File: src/rtl/microwave_timer_ctrl.sv
//------------------------------------------------------------------------------
// microwave_timer_ctrl
//
// Purpose:
//   Microwave oven cook timer. Digits are entered on a 10-key keypad and shift
//   in from the right. Start begins a countdown while the door is closed. Stop
//   pauses the countdown, and a second stop clears it. Opening the door also
//   pauses. At 0:00 the controller returns to idle and pulses done for one
//   cycle. The time is shown on 7-segment displays (active-high, bit0=a ..
//   bit6=g) with no blanking.
//
// Parameters:
//   TICKS_PER_SEC : clock cycles per countdown second (2..65535)
//   MIN_DIGITS    : number of minutes digits (1..3)
//
// Ports:
//   clock         : system clock, rising-edge active
//   clearn        : asynchronous active-low reset
//   startn        : start/resume button, active-low
//   stopn         : stop/clear button, active-low
//   door_closed   : 1 = door closed
//   keypad[9:0]   : bit k = digit key k pressed
//   power_level   : [3:0] duty level 0..10 (values above 10 count as 10),
//                   present only with POWER_LEVEL_EN
//   mag_on        : magnetron enable (registered)
//   done          : one-cycle pulse when cooking completes
//   sec_ones_segs : seconds-ones display
//   sec_tens_segs : seconds-tens display
//   mins_segs     : minutes displays, least-significant digit in bits [6:0]
//
// Configuration macro:
//   POWER_LEVEL_EN : adds the power_level input. mag_on then follows a duty
//                    cycle within each second while cooking. Without it,
//                    mag_on is high for the whole time the timer is cooking.
//------------------------------------------------------------------------------
module microwave_timer_ctrl #(
   parameter int TICKS_PER_SEC = 100,
   parameter int MIN_DIGITS    = 1
) (
   input  logic                      clock,
   input  logic                      clearn,
   input  logic                      startn,
   input  logic                      stopn,
   input  logic                      door_closed,
   input  logic [9:0]                keypad,
`ifdef POWER_LEVEL_EN
   input  logic [3:0]                power_level,
`endif
   output logic                      mag_on,
   output logic                      done,
   output logic [6:0]                sec_ones_segs,
   output logic [6:0]                sec_tens_segs,
   output logic [7*MIN_DIGITS-1:0]   mins_segs
);

   // Digit order in the packed time vector (4 bits per BCD digit):
   //   [3:0] sec_ones, [7:4] sec_tens, [11:8] mins[0], ... up to the top minute.
   localparam int ND = MIN_DIGITS + 2;
   localparam int DW = 4 * ND;

   localparam logic [15:0] PRESC_MAX = 16'(TICKS_PER_SEC - 1);
   localparam logic [31:0] TPS32     = 32'(TICKS_PER_SEC);

   typedef enum logic [1:0] {
      IDLE  = 2'd0,
      COOK  = 2'd1,
      PAUSE = 2'd2
   } state_t;

   //---------------------------------------------------------------------------
   // 7-segment encoder, active-high, bit0=a .. bit6=g
   //---------------------------------------------------------------------------
   function automatic logic [6:0] seg7(input logic [3:0] d);
      logic [6:0] s;
      case (d)
         4'd0:    s = 7'b0111111;
         4'd1:    s = 7'b0000110;
         4'd2:    s = 7'b1011011;
         4'd3:    s = 7'b1001111;
         4'd4:    s = 7'b1100110;
         4'd5:    s = 7'b1101101;
         4'd6:    s = 7'b1111101;
         4'd7:    s = 7'b0000111;
         4'd8:    s = 7'b1111111;
         4'd9:    s = 7'b1101111;
         default: s = 7'b0111111;  // non-BCD codes cannot be entered
      endcase
      return s;
   endfunction

   //---------------------------------------------------------------------------
   // One-second decrement with borrow. sec_tens wraps 0 -> 5. All other digits
   // wrap 0 -> 9. sec_tens values 6..9 typed on the keypad are not
   // normalised, so 0:99 counts to 0:98. The caller never passes all-zero.
   //---------------------------------------------------------------------------
   function automatic logic [DW-1:0] dec_time(input logic [DW-1:0] t);
      logic [DW-1:0] r;
      logic          borrow;
      r      = t;
      borrow = 1'b1;
      for (int i = 0; i < ND; i++) begin
         if (borrow) begin
            if (r[4*i +: 4] == 4'd0) begin
               r[4*i +: 4] = (i == 1) ? 4'd5 : 4'd9;
            end else begin
               r[4*i +: 4] = r[4*i +: 4] - 4'd1;
               borrow      = 1'b0;
            end
         end
      end
      return r;
   endfunction

   //---------------------------------------------------------------------------
   // State
   //---------------------------------------------------------------------------
   state_t          state_q,  state_d;
   logic [DW-1:0]   digits_q, digits_d;
   logic [15:0]     presc_q,  presc_d;
   logic            start_seen_q, start_seen_d;
   logic            stop_seen_q,  stop_seen_d;
   logic [9:0]      keypad_q, keypad_d;
   logic            mag_on_q, mag_on_d;
   logic            done_q,   done_d;

   // Edge-detect and key decode
   logic            start_ev;
   logic            stop_ev;
   logic [9:0]      new_keys;
   logic            key_hit;
   logic [3:0]      key_val;
   logic [DW-1:0]   dec_val;

`ifdef POWER_LEVEL_EN
   logic [3:0]      power_clamped;
`endif

   always_comb begin
      start_ev = ~startn & ~start_seen_q;
      stop_ev  = ~stopn  & ~stop_seen_q;
      new_keys = keypad & ~keypad_q;

      // Scan from the top down so the lowest newly pressed key wins.
      key_hit = 1'b0;
      key_val = 4'd0;
      for (int k = 9; k >= 0; k--) begin
         if (new_keys[k]) begin
            key_hit = 1'b1;
            key_val = 4'(k);
         end
      end

      dec_val = dec_time(digits_q);
   end

   //---------------------------------------------------------------------------
   // Next-state logic
   //---------------------------------------------------------------------------
   always_comb begin
      state_d      = state_q;
      digits_d     = digits_q;
      presc_d      = presc_q;
      done_d       = 1'b0;
      start_seen_d = ~startn;
      stop_seen_d  = ~stopn;
      keypad_d     = keypad;

      case (state_q)
         IDLE: begin
            // Stop takes priority over start. In idle it acts as a clear.
            if (stop_ev) begin
               digits_d = '0;
            end else if (start_ev && door_closed && (digits_q != '0)) begin
               state_d = COOK;
               presc_d = '0;
            end else if (key_hit) begin
               // Shift left by one digit. The top minutes digit falls off.
               digits_d = {digits_q[DW-5:0], key_val};
            end
         end

         COOK: begin
            if (stop_ev || !door_closed) begin
               state_d = PAUSE;
            end else if (presc_q == PRESC_MAX) begin
               presc_d  = '0;
               digits_d = dec_val;
               if (dec_val == '0) begin
                  state_d = IDLE;
                  done_d  = 1'b1;
               end
            end else begin
               presc_d = presc_q + 16'd1;
            end
         end

         PAUSE: begin
            if (stop_ev) begin
               state_d  = IDLE;
               digits_d = '0;
               presc_d  = '0;
            end else if (start_ev && door_closed) begin
               // Resume mid-second. The prescaler keeps its value.
               state_d = COOK;
            end
         end

         default: begin
            state_d = IDLE;
         end
      endcase

`ifdef POWER_LEVEL_EN
      power_clamped = (power_level > 4'd10) ? 4'd10 : power_level;
      // Duty cycle within each second: on while presc/TPS < level/10.
      mag_on_d = (state_d == COOK) &&
                 ((32'(presc_d) * 32'd10) < (32'(power_clamped) * TPS32));
`else
      mag_on_d = (state_d == COOK);
`endif
   end

   //---------------------------------------------------------------------------
   // Registers
   //---------------------------------------------------------------------------
   always_ff @(posedge clock or negedge clearn) begin
      if (!clearn) begin
         state_q      <= IDLE;
         digits_q     <= '0;
         presc_q      <= '0;
         start_seen_q <= 1'b0;
         stop_seen_q  <= 1'b0;
         keypad_q     <= '0;
         mag_on_q     <= 1'b0;
         done_q       <= 1'b0;
      end else begin
         state_q      <= state_d;
         digits_q     <= digits_d;
         presc_q      <= presc_d;
         start_seen_q <= start_seen_d;
         stop_seen_q  <= stop_seen_d;
         keypad_q     <= keypad_d;
         mag_on_q     <= mag_on_d;
         done_q       <= done_d;
      end
   end

   //---------------------------------------------------------------------------
   // Outputs
   //---------------------------------------------------------------------------
   assign mag_on        = mag_on_q;
   assign done          = done_q;
   assign sec_ones_segs = seg7(digits_q[3:0]);
   assign sec_tens_segs = seg7(digits_q[7:4]);

   for (genvar g = 0; g < MIN_DIGITS; g++) begin : g_mins
      assign mins_segs[7*g +: 7] = seg7(digits_q[8 + 4*g +: 4]);
   end

endmodule

File: config.mk
export PLATFORM = sky130hd
export DESIGN_NAME = microwave_timer_ctrl
export DESIGN_NICKNAME = d
export VERILOG_FILES = /design/src/rtl/microwave_timer_ctrl.sv
export SDC_FILE = /design/constraint.sdc
export NUM_CORES = 1
export LEC_CHECK = 0
export CAP_MARGIN = 10
export CORE_MARGIN = 8
export CORE_UTILIZATION = 45
export CTS_CLUSTER_SIZE = 8
export DETAILED_ROUTE_END_ITERATION = 7
export PLACE_DENSITY = 0.69
export SLEW_MARGIN = 10
export SYNTH_ARGS = -nofsm -noshare
export SYNTH_HDL_FRONTEND = slang
export SYNTH_SLANG_ARGS = --single-unit
File: constraint.sdc
create_clock -name clock -period 2.4 [get_ports clock]
set_input_delay 0.72 -clock clock [delete_from_list [all_inputs] [get_ports clock]]
set_output_delay 0.72 -clock clock [all_outputs]
set_load 0.01 [all_outputs]
Word level (Yosys, flattened, before mapping)
Memory sizes are Yosys's and may differ from the RTL's. Index checks and enable logic that the tools add are counted.

Latch bits: 0. Bits in read-only memories: 336. Memories kept: 3. Register bits after elaboration: 44. Memory bits (writable): 0. Output and inout port bits: 23. Bits of input ports: 15.

Memory list: (name not given) (words 16, bits a word 7, rd ports 1, clocked after memory_dff 0, write ports 0, RTL line 75) `case (d)`; (name not given) (words 16, bits a word 7, rd ports 1, clocked after memory_dff 0, write ports 0, RTL line 75); (name not given) (words 16, bits a word 7, rd ports 1, clocked after memory_dff 0, write ports 0, RTL line 75).

Equal/unequal tests: 11. Add/sub/neg operators: 4. Shift-type cells: 0. Bitwise operators: 8. Divide/modulo/power cells: 0. Magnitude comparators: 0. Muxes and demuxes: 53. Multiply operators: 0. Reduce and logical (&&, ||, !) cells: 13.

Operators with widths (number): $mux 16 (5); $mux 12 (6); $mux 4 (15); $pmux 16 s3 (1); $pmux 12 s3 (1); $mux 1 (17); $add 16x1->16 const B (1); $eq 16x7->1 const B (1); $mux 2 (7); $logic_not 12->1 (1); $logic_not 4->1 (3); $reduce_bool 12->1 (1); $sub 4x1->4 const B (3); $and 10x10->10 (1); $ne 2x2->1 const B (5); $not 10->10 (1); $ne 3x3->1 const B (2); $pmux 2 s3 (1); $reduce_and 6->1 (1); $reduce_and 5->1 (1); $eq 2x1->1 const B (2); $not 1->1 (4); $reduce_bool 3->1 (1); $and 1x1->1 (2); other kinds (5) (6).

Logic depth before layout (Yosys ltp)
Depth after elaboration: 16. Mapped depth: 10. Mapped depth without buffers: 8.

Worst setup path before layout
No wires, ideal clock.

Path kind: register to register. Start: register digits_q[4]. End: register mag_on_q (netlist: mag_on). Cell stages (with the launch flop): 10. Buffers on the path: 1. Data arrival time: 2.485 ns. Clock period less this slack: 2.577 ns. Library setup time: 0.092 ns. Slack: -0.177 ns. Path through: dfrtp_1 > clkbuf_1 > inv_1 > ha_1 > or3b_2 > nor2_4 > nand4_1 > a2111oi_4 > a211oi_2 > o31ai_2.

Longest elaborated chain between the ends: 10. Elaborated cells between the ends (all ways): 17.

RTL lines: start, declared (RTL line 118) `logic [DW-1:0] digits_q, digits_d;`; start signal, assigned (RTL line 238) `digits_q <= digits_d;`; branches (longest 8 deep; another with $sub 4x1->4); $pmux 2 s3 * (RTL line 168) `case (state_q)`; named net state_d[1] (RTL line 117) `state_t state_q, state_d;`; $eq 2x1->1 * (RTL line 219) `mag_on_d = (state_d == COOK);`; named net mag_on_d (RTL line 123) `logic mag_on_q, mag_on_d;`; end signal, assigned (RTL line 243) `mag_on_q <= mag_on_d;`; end, declared (RTL line 123).

Mark *: on every way through the listed nets, which the timed path passes. A chain may end at the register's enable or synchronous reset.

Worst setup path in the final report
Start: register digits_q[8]. End: output port mins_segs[3].

Longest elaborated chain between the ends: 1.

RTL lines: $mem_v2 16x7; end, declared (RTL line 53) `output logic [7*MIN_DIGITS-1:0] mins_segs`.

No other way between the ends.

==> reports/results.tsv <==
stage	metric	value	unit
setup_path	r2r_cells	9	
sta	setup_viol	0	
die	start_util	46.70	%
sta	fmax	424.9	MHz
synthesis	yosys_warnings	0	
global_route	use_met3	2.699	%
cells_and_area	fin_nets	513	
drt	drt-total-wl	8.400	mm
cells_and_area	num_antenna_cells	0	
pwr	comb_power_share	72.6	%
sta	relSlewSlack	65.77	%
placed_design	placed_area	0.004104	mm2
clock_tree	numCtsBuffers	5	
die	core	0.006794	mm2
clock_tree	clk_latency	300	ps
sta	fin_crit_sh	98.06	%
synthesis	async_flop_share	100.0	%
global_route	grt_max_degree	26	
setup_path	crit_fanout	4	
pwr	p_leak	1.980	nW
synthesis	synthTopCellsByArea	dfrtp_1 (35%), ha_1 (8.3%), o21ai_0 (6.3%)	
synthesis	yosysSeqAreaShare	34.70	%
global_route	grt_pass1_wl	14.28	mm
min_path	hp-class	input pin to async pin	
drt	via_per_inst	5.463	
synthesis	synth_common_cells	dfrtp_1 (44), o21ai_0 (40), nand2_1 (38)	
sta	worst_pin_slew	513.4	ps
sta	fin_crit	2353	ps
sta	hold_viol	0	
drt	wire_per_inst	14.63	um
placed_design	place.gp.congestion	0.8712	
pwr	p_sw	2.487	mW
pwr	power_density	1311	mW/mm2
setup_path	rrSetupSlack	70	ps
pwr	p_int	3.288	mW
synthesis	synth.avg_cell_area	8.394	um2
synthesis	yosys-mux-area-fraction	0.6703	%
synthesis	synth_edf_count	0	
setup_path	r2r_end	mag_on$_DFF_PN0_	
synthesis	synth_top_area_share	34.70	%
drt	final_antenna_net_count	0	
pwr	p_sw_share	43.07	%
run	maxCapViolations	0	
synthesis	netlist_area	0.003173	mm2
clock_tree	cts_tree	built	
die	row_count	30	
setup_path	cp-startpoint	digits_q[8]$_DFFE_PN0P_	
die	dieArea	0.009994	mm2
sta	slew_violations	0	
global_route	grt-busiest-layer	met2	
cells_and_area	area_growth	38.84	%
drt	drc	0	
synthesis	synth_top_family_by_area	simple AND/OR/NAND/NOR gates	
drt	drtPass1Iterations	4	
die	die_width	99.97	um
sta	hold_ws	377.2	ps
synthesis	synthXorXnorAreaFrac	0	%
pwr	p_seq_share	17.4	%
setup_path	crit_arrival	1630	ps
sta	tns	0	ps
sta	rsz0062_at_grt	true	
pwr	ir_drop	0.5375	mV
setup_path	required	1680	ps
synthesis	netlist_instances	378	
synthesis	syn-num-nets	414	
setup_path	worstReg2RegStart	digits_q[0]$_DFFE_PN0P_	
synthesis	ys_ff_latch	44	
clock_tree	cts-htree-levels	2	
global_route	use_met2	29.81	%
die	die_h	99.97	um
cells_and_area	finish.instance_area	0.004405	mm2
die	ios	38	
sta	finClkSkew	9.848	ps
placed_design	dp.final_hpwl	6.187	mm
synthesis	synthAdderAreaFrac	8.281	%
global_route	grt_usage	16.94	%
clock_tree	postCtsHoldBufs	0	
global_route	grt_pass1_vias	3123	
synthesis	synth.most_common_cell	dfrtp_1	
clock_tree	root_buffer	clkbuf_8	
clock_tree	cts_sinks	44	
cells_and_area	final_core_util	64.84	%
global_route	grt_antenna_before_repair	0	
synthesis	yosys.area_share.simple	26.38	%
synthesis	ys.flop_type	dfrtp_1	
clock_tree	clock_path_buffers	2	
drt	drt-initial-drc-count	193	
setup_path	crit_path_end_kind	output pin	
setup_path	criticalPathCategory	flip-flop to output pin	
placed_design	dpl_worst_slack	-416.3	ps
clock_tree	clk_pin_slew	90	ps
global_route	grt_use_met1	21.11	%
synthesis	ys_types	57	
setup_path	cp-start-kind	flip-flop	
synthesis	synth_compound_area_share	25.20	%
run_status	status	complete, no violations	
drt	vias	3136	
synthesis	yosysTopAreaCell	dfrtp_1	
global_route	grt_overflow	0	
pwr	clkPwrFrac	10.0	%
cells_and_area	drive_above_1_share	26.99	%
placed_design	io_buffers	37	
sta	fin_ws	46.64	ps
per-layer routing:
layer	vias up	part of all wire, %
li1	1565	-
met1	1483	45
met2	81	49
met3	7	4.8
met4	0	0.63
met5	-	0
cell usage in the layout (no fill, tap or decap), types with 3 or more instances in the layout:
cell / instances
buf_4: 65
dfrtp_1: 44
nand2_1: 38
o21ai_0: 38
nor2_1: 28
a21oi_1: 24
ha_1: 17
nand2b_1: 15
clkdlybuf4s50_1: 12
nand3_1: 10
buf_6: 10
dlygate4sd2_1: 10
inv_1: 9
nor3_1: 9
a31oi_1: 9
a21o_1: 8
nand4_1: 7
nor2b_1: 7
and3_1: 7
dlymetal6s2s_1: 6
inv_2: 5
or3b_4: 5
clkbuf_8: 5
or3_1: 4
a211o_1: 4
nand3b_1: 4
nor2b_2: 3
or2_2: 3
and2_1: 3
nor4_1: 3
o31ai_1: 3
ha_4: 3
clkbuf_2: 3
clkdlybuf4s15_1: 3
area by class of cell:
| cell class | count | area, um2 |
|---|---|---|
| fill | 573 | 2389 |
| multi-input combinational | 299 | 2046 |
| sequential | 44 | 1101 |
| timing repair buffer | 113 | 978.4 |
| tap | 96 | 120.1 |
| clock buffer | 6 | 72.57 |
| inverter | 14 | 52.55 |
| clock inverter | 2 | 35.03 |
registers in the layout (all words and copies together), names as in the netlist:
signal / flops
start_seen_q: 1
keypad_q: 10
state_q: 2
done: 1
stop_seen_q: 1
mag_on: 1
digits_q: 12
presc_q: 16
power by group through the flow:
stage	Combinational [mW]	Sequential (mW)	Clock [mW]
6_report	4.19	1.01	0.576
5_1_grt	4.58	1.03	0.608
4_1_cts	3.85	1.00	0.585
3_5_place_dp	3.88	1.01	0
3_3_place_gp	3.83	1.00	0
2_1_floorplan	2.21	1.04	0
per-stage QoR:
stage	total power, mW	cells
after detailed placement	4.897	559
after CTS	5.441	567
after floorplan	3.256	378
after global placement	4.832	559
final	5.775	574
after global routing	6.215	574
worst max-delay path, stage by stage (launching register included):
cell and delay, ps:
dfrtp_1 350, inv_1 60, ha_1 340, a211o_1 300, dlygate4sd2_1 280
worst max path at each step:
stage	endpoint
after global placement	presc_q[3]$_DFFE_PN0P_
after global routing	mag_on$_DFF_PN0_
after CTS	presc_q[5]$_DFFE_PN0P_
after floorplan	mag_on$_DFF_PN0_
final	mins_segs[3]
after detailed placement	presc_q[13]$_DFFE_PN0P_
repair_timing:
item | in CTS | in global routing
gates resized for setup | 43 | 36
pin swaps | 4 | 13
setup endpoints to repair | 39 | 35
buffers inserted | 0 | 7
cell families after synthesis:
family | after synthesis
flops | 44
fa+ha+maj | 21
simple gates | 157
mux | 2
buf+inv | 35
compound gates | 119
Power figures use the tool's default switching activity.
